===== src/rtl/rysy_pkg.sv =====
// Shared encodings for the fetch stage and the instruction-register stage.
package rysy_pkg;
    localparam int REG_LEN = 32;

    typedef enum logic [1:0] {
        INST_OLD = 2'b00,
        INST_NOP = 2'b01,
        INST_MEM = 2'b10
    } inst_sel_e;

    typedef enum logic [1:0] {
        ST_BOOT  = 2'b00,
        ST_RUN   = 2'b01,
        ST_FLUSH = 2'b10
    } fetch_state_e;
endpackage


===== src/rtl/fetch_ctrl.sv =====
// Instruction fetch controller: pc sequencing, branch flush and stall replay
// in front of a synchronous instruction memory.
module fetch_ctrl
    import rysy_pkg::*;
#(
    parameter logic [REG_LEN-1:0] RESET_VECTOR = 32'h00000000,
    parameter int unsigned        FLUSH_CYCLES = 2
) (
    input  logic               clk,
    input  logic               rst,
    input  logic               stall,
    input  logic               branch_taken,
    input  logic [REG_LEN-1:0] branch_target,
    input  logic               imem_ready,
    output logic [REG_LEN-1:0] imem_addr,
    output logic               imem_re,
    output logic [1:0]         inst_sel,
    output logic [REG_LEN-1:0] pc_inst
);
    localparam logic [3:0] FLUSH_INIT = 4'(FLUSH_CYCLES - 1);

    logic [REG_LEN-1:0] pc_q, pc_d;
    logic [REG_LEN-1:0] req_addr_q, req_addr_d;
    logic [REG_LEN-1:0] pc_inst_q, pc_inst_d;
    logic               rvalid_q, rvalid_d;
    logic [3:0]         flush_cnt_q, flush_cnt_d;
    fetch_state_e       state_q, state_d;

    assign imem_addr = pc_q;
    assign pc_inst   = pc_inst_q;

    always_comb begin
        inst_sel = INST_NOP;
        imem_re  = 1'b0;
        if (rst || branch_taken) begin
            inst_sel = INST_NOP;
        end else if (stall) begin
            inst_sel = INST_OLD;
        end else begin
            if (rvalid_q) inst_sel = INST_MEM;
            imem_re = (state_q == ST_RUN);
        end
    end

    always_comb begin
        pc_d        = pc_q;
        req_addr_d  = req_addr_q;
        pc_inst_d   = pc_inst_q;
        rvalid_d    = rvalid_q;
        flush_cnt_d = flush_cnt_q;
        state_d     = state_q;
        if (branch_taken) begin
            pc_d        = branch_target & ~REG_LEN'(3);
            rvalid_d    = 1'b0;
            flush_cnt_d = FLUSH_INIT;
            state_d     = ST_FLUSH;
        end else if (stall) begin
            // Data returning during a stall cannot be latched; re-fetch it later.
            if (rvalid_q) begin
                pc_d     = req_addr_q;
                rvalid_d = 1'b0;
            end
        end else begin
            if (rvalid_q) pc_inst_d = req_addr_q;
            rvalid_d = 1'b0;
            case (state_q)
                ST_BOOT: state_d = ST_RUN;
                ST_RUN: begin
                    if (imem_ready) begin
                        req_addr_d = pc_q;
                        pc_d       = pc_q + REG_LEN'(4);
                        rvalid_d   = 1'b1;
                    end
                end
                ST_FLUSH: begin
                    if (flush_cnt_q == 4'd0) state_d = ST_RUN;
                    else                     flush_cnt_d = flush_cnt_q - 4'd1;
                end
                default: state_d = ST_BOOT;
            endcase
        end
    end

    always_ff @(posedge clk) begin
        if (rst) begin
            pc_q        <= RESET_VECTOR;
            req_addr_q  <= RESET_VECTOR;
            pc_inst_q   <= RESET_VECTOR;
            rvalid_q    <= 1'b0;
            flush_cnt_q <= 4'd0;
            state_q     <= ST_BOOT;
        end else begin
            pc_q        <= pc_d;
            req_addr_q  <= req_addr_d;
            pc_inst_q   <= pc_inst_d;
            rvalid_q    <= rvalid_d;
            flush_cnt_q <= flush_cnt_d;
            state_q     <= state_d;
        end
    end
endmodule


===== config.mk =====
export PLATFORM = sky130hd
export DESIGN_NAME = fetch_ctrl
export DESIGN_NICKNAME = d
export VERILOG_FILES = /design/src/rtl/rysy_pkg.sv /design/src/rtl/fetch_ctrl.sv
export SDC_FILE = /design/constraint.sdc
export NUM_CORES = 1
export LEC_CHECK = 0
export CAP_MARGIN = 20
export CORE_MARGIN = 1
export CORE_UTILIZATION = 57
export CTS_BUF_LIST = sky130_fd_sc_hd__clkbuf_8
export CTS_CLUSTER_DIAMETER = 50
export DETAILED_ROUTE_END_ITERATION = 16
export GPL_TIMING_DRIVEN = 0
export PLACE_DENSITY = 0.95
export SLEW_MARGIN = 5
export SYNTH_ARGS = -nofsm -noshare
export SYNTH_HDL_FRONTEND = slang
export SYNTH_SLANG_ARGS = --single-unit

===== constraint.sdc =====
create_clock -name clk -period 5.3 [get_ports clk]
set_input_delay 1.06 -clock clk [delete_from_list [all_inputs] [get_ports clk]]
set_output_delay 1.06 -clock clk [all_outputs]
set_load 0.01 [all_outputs]

; ---- After elaboration in Yosys (flattened, before gate mapping)
; Index checks and enable logic that the tools add are counted.
[op_classes]
add_sub_neg = 2
mul = 0
div = 0
n_lt_le_gt_ge = 0
eq_ne = 9
n_shift = 0
n_mux = 19
bitwise = 4
reduce_logical = 18
[op_table]
columns = op, n
row1 = 32-bit two-way mux, 5
row2 = "32-bit by 3-bit adder with 32-bit output, second input constant", 1
row3 = 3-bit AND reduction, 7
row4 = 2-bit two-way mux, 6
row5 = 1-bit two-way mux, 7
row6 = "2-bit != test, second input constant", 3
row7 = 2-bit case mux with 3 select lines, 1
row8 = 2-bit nonzero test, 3
row9 = 3-bit nonzero test, 2
row10 = 4-bit logical NOT, 1
row11 = "2-bit by 1-bit != test with 1-bit output, second input constant", 2
row12 = 1-bit NOT, 4
row13 = 4-bit AND reduction, 1
row14 = 4-bit OR reduction, 1
row15 = "4-bit by 1-bit subtractor with 4-bit output, second input constant", 1
row16 = "3-bit by 1-bit != test with 1-bit output, second input constant", 1
row17 = "3-bit != test, second input constant", 1
row18 = "2-bit by 1-bit equality test with 1-bit output, second input constant", 1
row19 = "2-bit equality test, second input constant", 1
row20 = 2-bit logical NOT, 1
row21 = 2-bit OR reduction, 1
row22 = 1-bit logical OR, 1
[word_totals]
regBits = 103
latchBits = 0
mem_bits_rw = 0
rom_bits = 0
n_memories = 0

; ---- Depth between registers and ports, before layout
; Gate-level depths: netlist (run 1).
[depth]
depth_word = 5
ltp_mapped = 8

; ---- Worst setup path before layout (run 1)
; Ideal clock, no wire load.
[synth_path]
kind = input -> output
from = in branch_taken
to = out imem_re
arrival_time_ps = 2338
required_ps = 4240
setup_slack_ps = 1902
stages = 6
path_buffers = 3
path_cell_list = clkbuf_1 -> nor2_1 -> clkbuf_1 -> nand2_1 -> clkbuf_1 -> nor3b_1
[synth_between]
elab_chain_cells = 2
[synth_rtl]
columns = item, line_no
row1 = start: declaration, fetch_ctrl.sv:12  ; input logic branch_taken,
row2 = 1-bit logical OR, fetch_ctrl.sv:35  ; if (rst || branch_taken) begin
row3 = 1-bit two-way mux, fetch_ctrl.sv:35
row4 = end: declaration, fetch_ctrl.sv:16  ; output logic imem_re,
; Every way passes these cells.

; ---- Worst setup path in the final report (run 1)
[layout_path]
from = in rst
to = out imem_re
[layout_between]
elab_chain_cells = 2
[layout_rtl]
columns = item, line_no
row1 = start: declaration, fetch_ctrl.sv:10  ; input logic rst,
row2 = 1-bit logical OR, fetch_ctrl.sv:35
row3 = 1-bit two-way mux, fetch_ctrl.sv:35
; Every way passes these cells.

==> run_results.csv, run 1 <==
group,metric,value,unit
yosys,synth_simple_gate_area_share,27.0,%
sta,finalClockSkew,10.9,ps
yosys,muxShareOfSynthArea,0.638,%
yosys,synth_fa_ha_area_share,0.510,%
cts,cts_htree_levels,3,
yosys,synth-seq-area-share,42.0,%
global_route,gr-usage-all-layers,38.4,%
die,die_w,94.8,um
die,start_util,59.4,%
drt,first_pass_iters,6,
placement,dpl_cell_area,0.00604,sq mm
final_layout,final_area,0.00625,sq mm
cts,cts.sinks,103,
placement,dp_hpwl,12400,um
yosys,yosys_warnings,0,
drt,drt_iter0_drc,637,
power_and_ir_drop,pwr-share-seq,52.9,%
global_route,grt_pass1_wl,26300,um
worst_hold_path,hp-class,"flop to flop",
power_and_ir_drop,clkPwrFrac,34.7,%
yosys,synth-compound-area-share,23.6,%
placement,gp_congestion,0.940,
yosys,synth_xor_area_share,0.536,%
yosys,synth_seq_cells,103,
sta,fin_crit,4850,ps
sta,setup_tns,0,ps
critical_path,arrival,3790,ps
drt,wl_per_cell,19.9,um
final_layout,final_common_cell,"nand2_1",
sta,finalSetupViolCount,0,
sta,timing.hold.ws,460,ps
cts,clk_path_buf_depth,2,
sta,report.final.slew_viol_count,0,
die,fp.dieArea,0.00898,sq mm
final_layout,area_delta_synth_final,27.4,%
sta,max_slew.worst_pin.slew,893,ps
critical_path,end_kind,"primary output",
flow_run,drv_cap,0,
sta,hold_viol_final,0,
power_and_ir_drop,p_sw_share,27.8,%
die,dieHeight,94.8,um
final_layout,diodes,0,
yosys,synthFlopType,"dfxtp_1",
yosys,synth_top_family_by_area,"simple AND/OR/NAND/NOR gates",
power_and_ir_drop,internal-power,0.00111,W
cts,clock_latency,390,ps
drt,antenna_left,0,
cts,clockRootBuffer,"clkbuf_8",
critical_path,cp-start-kind,"input port",
final_layout,drive_gt1_share,6.06,%
yosys,syn_area,0.00491,sq mm
final_layout,fillers,630,
drt,vias_per_cell,6.47,
cts,clk_pin_slew_worst_paths,100,ps
power_and_ir_drop,power_frac_comb,12.4,%
sta,slew_headroom,39.7,%
yosys,syn-num-nets,682,
critical_path,worst-path-max-fanout,10,
placement,numPortBuffers,100,
sta,fmax,206,MHz
yosys,synth_edf_count,0,
status,status,"complete, no violations",
yosys,netlist_instances,643,
yosys,yosysTopAreaCell,"dfxtp_1",
cts,cts_inserted_buffers,9,
critical_path,required,4240,ps
yosys,synth_top_cell_area_share,42.0,%
drt,wl,17200,um
final_layout,layout_common_cells,"nand2_1, dfxtp_1, clkdlybuf4s50_1",
die,coreArea,0.00826,sq mm
yosys,synth.avg_cell_area,7.63,sq um
drt,drc,0,
cts,cts_hold_buf,0,
cts,tritoncts,"built",
cts,cts_resized,0,
final_layout,nNetsFinal,793,
die,fp-row-count,33,
cts,cts_setup_buffers,0,
power_and_ir_drop,ir_worst_vdd,0.000133,V
power_and_ir_drop,p_leak,2.12,nW
global_route,overflow,0,
global_route,grt_start_max_net_pins,19,
critical_path,critPathKind,"input port to primary output",
die,io-pin-count,104,
yosys,async_flop_share,0,%
sta,fin_crit_sh,91.5,%
power_and_ir_drop,power.density,247,mW/mm^2
yosys,yosysUniqueCellTypes,72,
drt,num_vias,5590,
sta,rsz0062_at_grt,"false",
yosys,synthTopCellsByArea,"dfxtp_1, nand2_1, a21oi_1",
global_route,antenna_found_initial,0,
power_and_ir_drop,p_sw,0.000430,W
global_route,grt_pass1_vias,5096,
-- stage by stage --
| stage | util, % | cells | setup WS (ps) | power [W] |
|---|---|---|---|---|
| floorplan | - | 643 | 1900 | 0.000922 |
| global placement | 73.1 | 848 | 555 | 0.00101 |
| detailed placement | 73.1 | 848 | 589 | 0.00102 |
| CTS | 75.7 | 864 | 590 | 0.00153 |
| global route | 75.7 | 864 | 406 | 0.00158 |
| finish | 75.7 | 864 | 449 | 0.00154 |
-- sequential cells by signal (all words and copies together) (netlist names), named ones only --
name and count:
rvalid_q 1, pc_inst 32, imem_addr 30, flush_cnt_q 4
state_q 2, req_addr_q 32
-- layout make-up --
class / instances / area, sq um / share of cell area (%)
Inverter: 9 / 33.8 / 0.541
Multi-Input combinational cell: 483 / 2560 / 41.0
Sequential cell: 103 / 2060 / 33.0
Tap cell: 105 / 131 / 2.10
Clock inverter: 6 / 73.8 / 1.18
Timing Repair Buffer: 100 / 1000 / 16.0
Buffer: 48 / 245 / 3.92
Clock buffer: 10 / 138 / 2.20
-- synthesized netlist by cell type (3+ instances only) --
| cell | n |
|---|---|
| buf_1 | 3 |
| nand2_1 | 170 |
| or3_1 | 3 |
| nor3_1 | 8 |
| nor4_1 | 4 |
| a21oi_1 | 95 |
| a32oi_1 | 5 |
| a2bb2oi_1 | 5 |
| a211oi_1 | 6 |
| and3_1 | 10 |
| nand3_1 | 11 |
| a32o_1 | 4 |
| clkbuf_8 | 4 |
| nand4_1 | 11 |
| nor2_1 | 37 |
| a31oi_1 | 11 |
| clkbuf_1 | 35 |
| nor3b_1 | 4 |
| dfxtp_1 | 103 |
| inv_1 | 9 |
| a221oi_1 | 3 |
| o21ai_0 | 36 |
-- per-layer routing --
| metal | track usage (%) | vias to the layer above | part of all wire, % |
|---|---|---|---|
| li1 | - | 2482 | - |
| met1 | 49.6 | 2562 | 37 |
| met2 | 59.7 | 461 | 45 |
| met3 | 10.2 | 85 | 14 |
| met4 | 17.3 | 0 | 4.4 |
| met5 | 0 | - | 0 |
-- critical path, cell delays in order --
cell and delay, ps:
clkdlybuf4s50_1 520, nor2_1 210, clkbuf_1 480, nand2_1 310
clkbuf_1 350, nor3b_1 270, clkdlybuf4s50_1 580
-- path summary, 6_finish.rpt --
check | startpoint | endpoint | slack [ps] | cells past startpoint
worst max-delay path | rst | imem_re | 450 | 7
worst min-delay path | pc_inst[10]$_SDFFE_PP0P_ | pc_inst[10]$_SDFFE_PP0P_ | 460 | 2
worst max register to register | state_q[0]$_SDFFE_PN0P_ | imem_addr[7]$_SDFFE_PP0P_ | 2800 | 7
worst min register to register | pc_inst[10]$_SDFFE_PP0P_ | pc_inst[10]$_SDFFE_PP0P_ | 460 | 2
-- cells by family (layout without fill, tap and decap cells) --
group	Yosys count	in the layout
buffers and inverters	57	173
XOR/XNOR	3	3
adder cells (fa/ha/maj)	2	2
AO/OA/AOI/OAI	191	191
multiplexers	3	3
AND/OR/NAND/NOR	284	284
flip-flops	103	103
-- power by group through the flow --
stage	clock (W)	combinational, W	sequential (W)
floorplan	0	0.0000906	0.000831
global placement	0	0.000180	0.000833
detailed placement	0	0.000184	0.000833
CTS	0.000533	0.000185	0.000815
global route	0.000563	0.000202	0.000819
finish	0.000535	0.000192	0.000817
No activity file was read; power rests on OpenSTA's default activity.
==> run 2, diff against run 1 <==
--- a/config.mk
+++ b/config.mk
@@ -6,13 +6,15 @@
 export NUM_CORES = 1
 export LEC_CHECK = 0
 export CAP_MARGIN = 20
+export CELL_PAD_IN_SITES_DETAIL_PLACEMENT = 0
+export CELL_PAD_IN_SITES_GLOBAL_PLACEMENT = 1
 export CORE_MARGIN = 1
-export CORE_UTILIZATION = 57
+export CORE_UTILIZATION = 41
 export CTS_BUF_LIST = sky130_fd_sc_hd__clkbuf_8
 export CTS_CLUSTER_DIAMETER = 50
 export DETAILED_ROUTE_END_ITERATION = 16
 export GPL_TIMING_DRIVEN = 0
-export PLACE_DENSITY = 0.95
+export PLACE_DENSITY = 0.94
 export SLEW_MARGIN = 5
 export SYNTH_ARGS = -nofsm -noshare
 export SYNTH_HDL_FRONTEND = slang
==> run 2 against run 1 <==
Net effect: the run now ends with DRC left; die area increased by 38%; sequential cell count unchanged; via count fell by 6.3%; sequential share of layout area decreased by 0.27 points; combinational power decreased by 2%; first-iteration DRC count is 8.8% lower; worst setup slack better by 79 ps; sequential power about the same; worst hold slack worse by 3.9 ps; critical endpoint unchanged; largest power group unchanged.
==> run_results.csv, run 2 (synthesis gave the netlist of run 1 again) <==
group,metric,value,unit
die,fp-row-count,39,
cts,cts.sinks,103,
critical_path,arrival,3710,ps
critical_path,critPathKind,"input port to primary output",
sta,hold_viol_final,0,
drt,wl,16700,um
drt,num_vias,5239,
critical_path,reg2reg_slack,2930,ps
placement,numPortBuffers,100,
sta,max_slew.worst_pin.slew,852,ps
final_layout,drive_gt1_share,6.06,%
drt,drt_iter0_drc,581,
final_layout,post-route-util,54.7,%
drt,first_pass_iters,11,
global_route,gr-usage-all-layers,26.6,%
placement,gp_congestion,0.938,
cts,cts_resized,0,
die,fp.dieArea,0.0124,sq mm
final_layout,diodes,0,
global_route,grt_start_max_net_pins,18,
cts,cts_setup_buffers,0,
sta,fin_crit,4770,ps
sta,fmax,210,MHz
final_layout,area_delta_synth_final,28.4,%
flow_run,drv_cap,0,
status,status,"complete, but fails checks",
final_layout,final_common_cell,"nand2_1",
cts,cts_hold_buf,0,
power_and_ir_drop,p_leak,2.12,nW
cts,clk_path_buf_depth,2,
die,coreArea,0.0115,sq mm
die,dieHeight,111,um
global_route,grt_pass1_wl,25700,um
critical_path,r2r_cells,7,
cts,clockRootBuffer,"clkbuf_8",
global_route,grt_pass1_vias,4696,
critical_path,worst-path-max-fanout,10,
worst_hold_path,min_path_cells,2,
cts,cts_htree_levels,3,
cts,clk_pin_slew_worst_paths,90,ps
power_and_ir_drop,power.density,245,mW/mm^2
sta,slew_headroom,42.4,%
drt,drc,4,
sta,report.final.slew_viol_count,0,
sta,rsz0062_at_grt,"false",
final_layout,layout_common_cells,"nand2_1, dfxtp_1, clkdlybuf4s50_1",
worst_hold_path,hp-class,"flop to flop",
final_layout,nNetsFinal,793,
placement,dp_hpwl,12300,um
die,io-pin-count,104,
critical_path,cp-start-kind,"input port",
critical_path,end_kind,"primary output",
sta,setup_tns,0,ps
status,failed_checks,"DRC",
cts,clock_latency,380,ps
sta,finalClockSkew,11.3,ps
drt,wl_per_cell,18.5,um
cts,tritoncts,"built",
cts,cts_inserted_buffers,9,
die,start_util,42.6,%
drt,antenna_left,0,
die,die_w,111,um
power_and_ir_drop,ir_worst_vdd,0.000112,V
drt,vias_per_cell,5.81,
global_route,overflow,0,
sta,timing.hold.ws,456,ps
sta,fin_crit_sh,90.0,%
power_and_ir_drop,finalPower,0.00154,W
critical_path,required,4240,ps
global_route,antenna_found_initial,0,
sta,finalSetupViolCount,0,
==> run 2: routing by layer <==
| metal | up-vias | wire length (um) | track usage [%] |
|---|---|---|---|
| met5 | - | 0 | 0 |
| met4 | 0 | 396 | 9.73 |
| met3 | 35 | 1130 | 3.92 |
| met2 | 231 | 7650 | 41.5 |
| met1 | 2485 | 7510 | 37.3 |
| li1 | 2488 | - | - |
==> run 2: power by group <==
group,total (W),switching [W],internal [W]
clock,0.000539,0.000291,0.000248
combinational,0.000188,0.000102,0.0000861
sequential,0.000816,0.0000273,0.000789
total,0.00154,0.000420,0.00112
==> run 2: final cells by class <==
| class | count | area (sq um) |
|---|---|---|
| clock inverters | 5 | 63.8 |
| repair buffers | 100 | 1000 |
| plain buffers | 48 | 245 |
| fillers | 1130 | 5220 |
| flip-flops and latches | 103 | 2060 |
| well taps | 143 | 179 |
| clock buffers | 11 | 151 |
| inverters | 9 | 33.8 |
| multi-input cells | 483 | 2560 |
==> run 2: per-stage QoR <==
step / setup slack (ps) / area (sq um) / instances
after floorplan: 1900 / 4910 / 643
after global placement: 535 / 6090 / 886
after detailed placement: 593 / 6090 / 886
after CTS: 584 / 6300 / 902
after global routing: 431 / 6300 / 902
final: 528 / 6300 / 902
==> run 2: critical path, stage by stage <==
cell and delay [ps]:
clkdlybuf4s50_1 500, nor2_1 210, clkbuf_1 420, nand2_1 250
clkbuf_1 330, nor3b_1 330, clkdlybuf4s50_1 590
==> run 2: worst paths after layout <==
kind	startpoint	end
max	rst	imem_re
max reg2reg	state_q[0]$_SDFFE_PN0P_	imem_addr[7]$_SDFFE_PP0P_
min reg2reg	pc_inst[6]$_SDFFE_PP0P_	pc_inst[6]$_SDFFE_PP0P_
min	pc_inst[6]$_SDFFE_PP0P_	pc_inst[6]$_SDFFE_PP0P_
